<file path="src/rtl/booth_seq_multiplier_if.sv">
// booth_seq_multiplier_if: start/busy/done handshake plus operand and product bus for the Booth multiplier
interface booth_seq_multiplier_if #(parameter int WIDTH = 16);
  logic                   start;
  logic [WIDTH-1:0]       multiplicand;
  logic [WIDTH-1:0]       multiplier;
  logic                   busy;
  logic                   done;
  logic [2*WIDTH-1:0]     product;
  modport master (output start, multiplicand, multiplier, input busy, done, product);
  modport slave  (input start, multiplicand, multiplier, output busy, done, product);
endinterface

</file>
<file path="src/rtl/booth_seq_multiplier.sv">
// booth_seq_multiplier: sequential radix-2 Booth signed WIDTHxWIDTH multiplier; clk, rst, bus (start/operands in, busy/done/product out)
module booth_seq_multiplier #(
  parameter int WIDTH = 16
) (
  input logic                  clk,
  input logic                  rst,
  booth_seq_multiplier_if.slave bus
);
  localparam int CW = $clog2(WIDTH + 1);
  typedef enum logic [1:0] {IDLE, RUN, DONE} state_t;
  state_t                state_q, state_d;
  logic signed [WIDTH:0] a_q, a_d, m_q, m_d, addend, s;
  logic [WIDTH-1:0]      q_q, q_d;
  logic                  qm1_q, qm1_d;
  logic [CW-1:0]         cnt_q, cnt_d;
  logic [2*WIDTH-1:0]    prod_q, prod_d;
  always_ff @(posedge clk) begin
    if (rst) begin
      state_q <= IDLE;
      a_q     <= '0;
      m_q     <= '0;
      q_q     <= '0;
      qm1_q   <= 1'b0;
      cnt_q   <= '0;
      prod_q  <= '0;
    end else begin
      state_q <= state_d;
      a_q     <= a_d;
      m_q     <= m_d;
      q_q     <= q_d;
      qm1_q   <= qm1_d;
      cnt_q   <= cnt_d;
      prod_q  <= prod_d;
    end
  end
  always_comb begin
    addend  = {q_q[0], qm1_q} == 2'b01 ? m_q : {q_q[0], qm1_q} == 2'b10 ? -m_q : '0;
    s       = a_q + addend;
    state_d = state_q;
    a_d     = a_q;
    m_d     = m_q;
    q_d     = q_q;
    qm1_d   = qm1_q;
    cnt_d   = cnt_q;
    prod_d  = prod_q;
    if (state_q == IDLE && bus.start) begin
      state_d = RUN;
      a_d     = '0;
      m_d     = {bus.multiplicand[WIDTH-1], bus.multiplicand};
      q_d     = bus.multiplier;
      qm1_d   = 1'b0;
      cnt_d   = CW'(WIDTH);
    end else if (state_q == RUN) begin
      // arithmetic shift of {S,Q,Q_m1}: sign of S refills the top of A
      a_d   = {s[WIDTH], s[WIDTH:1]};
      q_d   = {s[0], q_q[WIDTH-1:1]};
      qm1_d = q_q[0];
      cnt_d = cnt_q - CW'(1);
      if (cnt_q == CW'(1)) begin
        state_d = DONE;
        prod_d  = {a_d[WIDTH-1:0], q_d};
      end
    end else if (state_q == DONE) begin
      state_d = IDLE;
    end
  end
  always_comb begin
    bus.busy    = state_q != IDLE;
    bus.done    = state_q == DONE;
    bus.product = prod_q;
  end
endmodule

</file>
<file path="src/flat_wrapper.sv">
// flat-port wrapper written by rule: the top's interface ports become plain ports
module booth_seq_multiplier_flat 
#(
  parameter int WIDTH = 16
)
  (clk, rst, bus_start, bus_multiplicand, bus_multiplier, bus_busy, bus_done, bus_product);
  booth_seq_multiplier_if #(.WIDTH(WIDTH)) bus_i ();
  input logic clk;
  input logic rst;
  input wire logic [$bits(bus_i.start)-1:0] bus_start;
  input wire logic [$bits(bus_i.multiplicand)-1:0] bus_multiplicand;
  input wire logic [$bits(bus_i.multiplier)-1:0] bus_multiplier;
  output wire logic [$bits(bus_i.busy)-1:0] bus_busy;
  output wire logic [$bits(bus_i.done)-1:0] bus_done;
  output wire logic [$bits(bus_i.product)-1:0] bus_product;
  assign bus_i.start = bus_start;
  assign bus_i.multiplicand = bus_multiplicand;
  assign bus_i.multiplier = bus_multiplier;
  assign bus_busy = bus_i.busy;
  assign bus_done = bus_i.done;
  assign bus_product = bus_i.product;
  booth_seq_multiplier #(.WIDTH(WIDTH)) u_core (.clk(clk), .rst(rst), .bus(bus_i));
endmodule
</file>
<file path="config.mk">
export PLATFORM = sky130hd
export DESIGN_NAME = booth_seq_multiplier_flat
export DESIGN_NICKNAME = d
export VERILOG_FILES = /design/src/rtl/booth_seq_multiplier_if.sv /design/src/rtl/booth_seq_multiplier.sv /design/src/flat_wrapper.sv
export SDC_FILE = /design/constraint.sdc
export NUM_CORES = 1
export LEC_CHECK = 0
export CORE_MARGIN = 4
export CORE_UTILIZATION = 55
export CTS_CLUSTER_DIAMETER = 100
export DETAILED_ROUTE_END_ITERATION = 8
export GPL_TIMING_DRIVEN = 0
export PLACE_DENSITY = 0.85
export SYNTH_ARGS = -nofsm -noshare
export SYNTH_HDL_FRONTEND = slang
export SYNTH_SLANG_ARGS = --single-unit
</file>
<file path="constraint.sdc">
create_clock -name clk -period 5.5 [get_ports clk]
set_input_delay 0.55 -clock clk [delete_from_list [all_inputs] [get_ports clk]]
set_output_delay 0.55 -clock clk [all_outputs]
set_load 0.02 [all_outputs]
</file>
==> reports/metrics.yaml, run 1 <==
status: "complete, no violations"
ys.flop_type: "dfxtp_1"
final.setup_skew_ns: 0.00780
coreArea_um2: 8260
initial_core_util_pct: 56.8
synth_edf_count: 0
multi_input_area_um2: 2720
drt_iter0_markers: 275
layout.nets: 701
routed-via-count: 4557
synthesis.instances: 564
worstHoldStart: "u_core.bus.product[10]"
io_pins: 69
setup_viol: 0
period_share_pct: 75.1
place_congestion: 0.890
grt_max_degree: 17
ys_ff_latch: 88
antennaDiodeCount: 0
instances_no_fill: 753
die_w_um: 100
power_switching_mw: 0.443
post_cts_buffers: 0
fin_ws_ns: 1.37
dpl.hpwl_mm: 9.68
avgSynthCellArea_um2: 8.32
ys_types: 56
vias_per_cell: 6.05
max_freq_ghz: 0.242
max_slew_margin_pct: 46.8
total_power_mw: 1.40
cts_resized: 0
fill_cells: 665
criticalPathCategory: "reg2reg"
layout-drive-gt1-share_pct: 4.32
holdBufCountCts: 0
clock_latency_ns: 0.36
htree_levels: 3
holdWs_ns: 0.461
hold_path_class: "reg2reg"
startpoint: "u_core.m_q[1]"
cp_slowest_cell: "or4b_4"
crit_path_max_incr_delay_ns: 0.53
power.share.clock_pct: 30.3
grt_use_total_pct: 25.5
final.setup.tns_ns: 0
switching_share_pct: 31.7
gr-total-overflow: 0
numCtsBuffers: 9
route.detailed.drc: 0
combPwrFrac_pct: 20.2
worstPathRequired_ns: 5.81
p_leak_nw: 2.11
area_growth_pct: 21.1
worst_ep_arrival_time_ns: 4.45
async_flop_share_pct: 0
post_dp_cell_area_um2: 5510
fin_crit_ns: 4.13
internal_power_mw: 0.956
cts.root.buffer_cell: "clkbuf_8"
cts_tree: "built"
slew_violations: 0
path_clk_slew_ns: 0.09
dp_slack_ns: 1.44
synth_nets: 622
finalHoldViolCount: 0
worst_slew_pin_slew_ns: 0.799
clk_path_buf_depth: 2
wl_per_cell_um: 17.1
seq_area_um2: 1760
wirelength_mm: 12.9
p_per_area_nw_per_um2: 246
maxCapViolations: 0
ant_nets: 0
seqPwrFrac_pct: 49.5
die_area_um2: 10100
die_y_um: 100
cts.sinks: 88
grt_antenna_before_repair: 0
dpl.cell_count: 737
rsz0062_at_grt: "false"
syn_area_um2: 4690
reg2reg_from: "u_core.m_q[1]"
crit_path_max_fanout: 9
path_cells: "inv_1 -> ha_1 -> or4b_4 -> nand2b_2 -> or4_1 -> xor2_1 -> a22o_1 -> ha_1 -> clkbuf_1 -> a21o_1 -> o221ai_1 -> nor3_1 -> a21oi_1 -> or4_1 -> nand3_1"
drt-pass1-iter-count: 7
io_buffers: 68
rows: 33
ys_seq_area_share_pct: 37.5
crit_path_start_kind: "flop"
ys_warn_count: 0
design_area_um2: 5690
grt_pass1_vias: 4302
fin_util_pct: 68.8
grt_pass1_wl_mm: 20.7
end_kind: "flop"
ir_drop_mv: 0.140
==> layer usage <==
metal | GRT usage, % | share of wire, % | up-vias | wire length (um)
met5 | 0 | 0 | - | 0
met4 | 9.12 | 2.6 | 0 | 330
met3 | 4.24 | 6.8 | 33 | 872
met2 | 43.5 | 49 | 176 | 6260
met1 | 32.5 | 42 | 2166 | 5420
li1 | - | - | 2182 | -
==> cell families after synthesis <==
| group | Yosys count | synth area share (%) |
|---|---|---|
| and+or+nand+nor | 213 | 22.7 |
| AOI/OAI and AO/OA | 140 | 20.0 |
| DFF | 88 | 37.5 |
| buffers and inverters | 55 | 4.45 |
| muxes | 24 | 5.12 |
| adders and majority gates | 23 | 6.29 |
| xor gates and xnor gates | 21 | 3.92 |
==> worst paths after layout <==
path,end,slack (ns),cells after the start
max,u_core.bus.product[30],1.37,15
min,u_core.bus.product[10],0.46,2
max reg2reg,u_core.bus.product[30],1.37,15
min reg2reg,u_core.bus.product[10],0.46,2
==> critical path, delay by kind of cell (launching register included) <==
kind            cells  cell delay (ns)
compound gates      4             0.75
flops               1             0.36
fa+ha+maj           2             0.46
buf+inv             2             0.37
simple gates        6             1.99
xor+xnor            1             0.15
==> Yosys cell counts, types with 9 or more instances <==
cell type | count | share of area (%)
nand2_1 | 92 | 7.4
dfxtp_1 | 88 | 38
a21oi_1 | 53 | 5.7
nor2_1 | 44 | 3.5
clkbuf_1 | 31 | 2.5
mux2i_1 | 24 | 5.1
a211oi_1 | 23 | 3.7
ha_1 | 22 | 5.9
xnor2_1 | 17 | 3.2
inv_1 | 15 | 1.2
nand3_1 | 11 | 1.2
a21o_1 | 10 | 1.6
a22o_1 | 9 | 1.7
nor3_1 | 9 | 0.96
nor4_1 | 9 | 1.2
o21ai_0 | 9 | 0.96
==> layout make-up <==
cell class / count / share of cell area (%)
Inverter: 15 / 0.990
Clock inverter: 6 / 0.902
Tap cell: 105 / 2.31
Timing Repair Buffer: 68 / 12.0
Buffer: 40 / 2.68
Clock buffer: 10 / 2.24
Sequential cell: 88 / 31.0
Multi-Input combinational cell: 421 / 47.9
==> cells in the final DEF, fill, tap and decap left out, drive strengths merged, types with 3 or more instances in the layout <==
master and count:
a211o 3, a211oi 23, a21o 10, a21oi 53, a22o 10, a311o 4
a31oi 3, a32o 4, and4 5, buf 9, clkbuf 41, clkdlybuf4s50 68
dfxtp 88, ha 22, inv 18, mux2i 24, nand2 92, nand2b 4
nand3 11, nand3b 7, nand4 3, nand4b 5, nor2 44, nor3 9
nor4 9, nor4b 4, o211ai 3, o21a 4, o21ai 10, o31ai 3
or3 4, or4 9, xnor2 17, xor2 4
==> registers in the layout, summed over array words and instances (netlist names) <==
name	count
u_core.state_q	2
u_core.a_q	16
u_core.m_q	16
u_core.q_q	16
u_core.cnt_q	5
u_core.qm1_q	1
u_core.bus.product	32
==> power groups by stage <==
stage	combinational [mW]	sequential, mW	clock, mW
5_1_grt	0.308	0.695	0.452
2_1_floorplan	0.194	0.699	0
6_report	0.283	0.692	0.424
4_1_cts	0.279	0.691	0.425
3_3_place_gp	0.270	0.703	0
3_5_place_dp	0.278	0.706	0
Power figures use the tool's default switching activity.
==> run 2, diff against run 1 <==
--- a/config.mk
+++ b/config.mk
@@ -6,11 +6,11 @@
 export NUM_CORES = 1
 export LEC_CHECK = 0
 export CORE_MARGIN = 4
-export CORE_UTILIZATION = 55
+export CORE_UTILIZATION = 49
 export CTS_CLUSTER_DIAMETER = 100
 export DETAILED_ROUTE_END_ITERATION = 8
 export GPL_TIMING_DRIVEN = 0
-export PLACE_DENSITY = 0.85
+export PLACE_DENSITY = 0.8
 export SYNTH_ARGS = -nofsm -noshare
 export SYNTH_HDL_FRONTEND = slang
 export SYNTH_SLANG_ARGS = --single-unit
==> constraint.sdc (replaced) <==
create_clock -name clk -period 3.5 [get_ports clk]
set_input_delay 0.35 -clock clk [delete_from_list [all_inputs] [get_ports clk]]
set_output_delay 0.35 -clock clk [all_outputs]
set_load 0.02 [all_outputs]
==> reports/metrics.yaml, run 2 (synthesis gave the netlist of run 1 again) <==
routed-via-count: 4639  # +1.8%
design_area_um2: 6250  # +10%
status: "complete, but fails checks"
mostFrequentLayoutCells: "91 x nand2_1, 86 x dfxtp_1, 68 x clkdlybuf4s50_1"
crit_path_max_fanout: 9  # unchanged
reg2reg_from: "u_core.m_q[2]"
antennaDiodeCount: 0  # unchanged
coreArea_um2: 9280  # +12%
holdBufCountCts: 0  # unchanged
path_clk_slew_ns: 0.10  # about the same
maxCapViolations: 0  # unchanged
max_slew_margin_pct: 50.1  # +3.4 points
dpl.hpwl_mm: 9.64  # -0.49%
cts.sinks: 88  # unchanged
cp_common_cell: "nand2_1"
rows: 35  # +6.1%
area_growth_pct: 33.2
violations: "negative setup slack"
startpoint: "u_core.m_q[2]"
numCtsBuffers: 9  # unchanged
crit_end: "u_core.a_q[15]"
worstPathRequired_ns: 3.79  # -2.02 ns
clock_latency_ns: 0.36  # about the same
rsz0062_at_grt: "true"
period_share_pct: 104  # +29 points
drt-pass1-iter-count: 5  # -2
place_congestion: 0.929  # +4.4%
cts.root.buffer_cell: "clkbuf_8"
layout.nets: 719  # +2.6%
cts_tree: "built"
r2r-end: "u_core.a_q[15]"
route.detailed.drc: 0  # unchanged
finalHoldViolCount: 0  # unchanged
final_common_cell: "nand2_1"
fin_util_pct: 67.3  # -1.5 points
layout-drive-gt1-share_pct: 14.6  # +10 points
r2r.worst_path.cells: 13  # -2
crit_path_max_incr_delay_ns: 0.71  # +0.18 ns
clk_path_buf_depth: 2  # unchanged
hold_path_class: "reg2reg"
dp_slack_ns: -0.408  # -1.85 ns
p_leak_nw: 2.30  # +9.2%
fin_ws_ns: -0.134  # -1.50 ns
ff2ff_setup_slack_ns: -0.13  # -1.50 ns
htree_levels: 3  # unchanged
vias_per_cell: 5.84  # -3.5%
wl_per_cell_um: 17.5  # +2.6%
setup_viol: 3  # +3
ir_drop_mv: 0.233  # +66%
io_pins: 69  # unchanged
drt_iter0_markers: 379  # +38%
end_kind: "flop"
max_freq_ghz: 0.275  # +14%
grt_use_total_pct: 23.9  # -1.6 points
grt_pass1_wl_mm: 21.7  # +4.9%
ant_nets: 0  # unchanged
largest_register_ffs: 32  # unchanged
final.setup_skew_ns: 0.0103  # +0.00252 ns
cp_slowest_cell: "or4_2"
grt_max_degree: 16  # -1
post_dp_cell_area_um2: 5560  # +1.0%
io_buffers: 68  # unchanged
worst_slew_pin_slew_ns: 0.748  # -0.0509 ns
gr-total-overflow: 0  # unchanged
crit_path_start_kind: "flop"
grt_antenna_before_repair: 0  # unchanged
fin_crit_ns: 3.63  # -0.497 ns
worst_ep_arrival_time_ns: 3.92  # -0.53 ns
path_cells: "or4_2 -> nor2_4 -> nand2_1 -> nor3_2 -> xnor2_1 -> a22o_1 -> ha_4 -> nand2_1 -> o21a_1 -> o211a_1 -> and4_4 -> or3_4 -> a21oi_2"
criticalPathCategory: "reg2reg"
grt_pass1_vias: 4470  # +3.9%
slew_violations: 0  # unchanged
p_per_area_nw_per_um2: 398  # +62%
die_area_um2: 11200  # +11%
die_w_um: 106  # +5.5%
die_y_um: 106  # +5.5%
initial_core_util_pct: 50.6  # -6.3 points
wirelength_mm: 13.9  # +8.2%
## run 2: changes by cell type in the layout (fill, tap and decap cells not counted), sizes merged
cell and delta:
buf +21, bufinv +3, clkbuf -4, clkinv -1, inv -2
## run 2: what timing repair did
item | in CTS | in global routing
pin swaps | 9 | 23
setup buffers | 11 | 10
resized for setup | 27 | 39
endpoints found under the setup margin | 15 | 14
endpoints found under the hold margin | 0 | 0
## run 2: report_power, final
| group | leakage, nW | internal [mW] | total (mW) | switching [mW] |
|---|---|---|---|---|
| combinational | 1.47 | 0.244 | 0.532 | 0.288 |
| clock | 0.117 | 0.477 | 0.861 | 0.384 |
| sequential | 0.717 | 1.04 | 1.09 | 0.0484 |
| total | 2.30 | 1.77 | 2.49 | 0.720 |
## run 2: cell type report
cell class,instances,area (um^2)
multi-input cells,421,3050
fillers,776,3030
flip-flops and latches,88,1760
repair buffers,89,838
well taps,129,161
plain buffers,37,145
clock buffers,9,124
clock inverters,6,118
inverters,15,56.3
## run 2: worst min-delay path by stage
stage / from / to / cells after the start
detailed placement: u_core.bus.product[18] / u_core.bus.product[18] / 2
CTS: u_core.bus.product[0] / u_core.bus.product[0] / 2
global route: u_core.bus.product[18] / u_core.bus.product[18] / 2
finish: u_core.bus.product[3] / u_core.bus.product[3] / 2
floorplan: u_core.q_q[1] / u_core.bus.product[0] / 2
global placement: u_core.bus.product[1] / u_core.bus.product[1] / 2
## run 2: per-layer routing
metal	vias up	GRT usage [%]	routed length, um
met2	176	40.2	6820
li1	2211	-	-
met4	0	9.90	442
met1	2202	30.7	5950
met3	50	3.12	714
met5	-	0	0
## run 2: worst max-delay path: cells and delay by family, from the launching register on
family	cells	cell delay, ns
flip-flops	1	0.38
XOR/XNOR	1	0.08
adder cells (fa/ha/maj)	1	0.34
AO/OA/AOI/OAI	4	0.88
AND/OR/NAND/NOR	7	1.87
## run 2: through the flow
stage	setup TNS [ns]	hold slack, ns	power [mW]	instances
6_report	-0.326	0.460	2.49	794
5_1_grt	-1.17	0.477	2.58	794
4_1_cts	-0.132	0.462	2.43	785
3_5_place_dp	-3.34	0.449	1.55	761
3_3_place_gp	-2.10	0.442	1.53	761
2_1_floorplan	-0.0119	0.444	1.41	564
==> run 3, diff against run 2 <==
--- a/config.mk
+++ b/config.mk
@@ -7,6 +7,7 @@
 export LEC_CHECK = 0
 export CORE_MARGIN = 4
 export CORE_UTILIZATION = 49
+export CTS_BUF_LIST = sky130_fd_sc_hd__clkbuf_4 sky130_fd_sc_hd__clkbuf_8 sky130_fd_sc_hd__clkbuf_16
 export CTS_CLUSTER_DIAMETER = 100
 export DETAILED_ROUTE_END_ITERATION = 8
 export GPL_TIMING_DRIVEN = 0
==> results of run 3 <==
Final layout, timing and power as in run 2 (identical DEF).
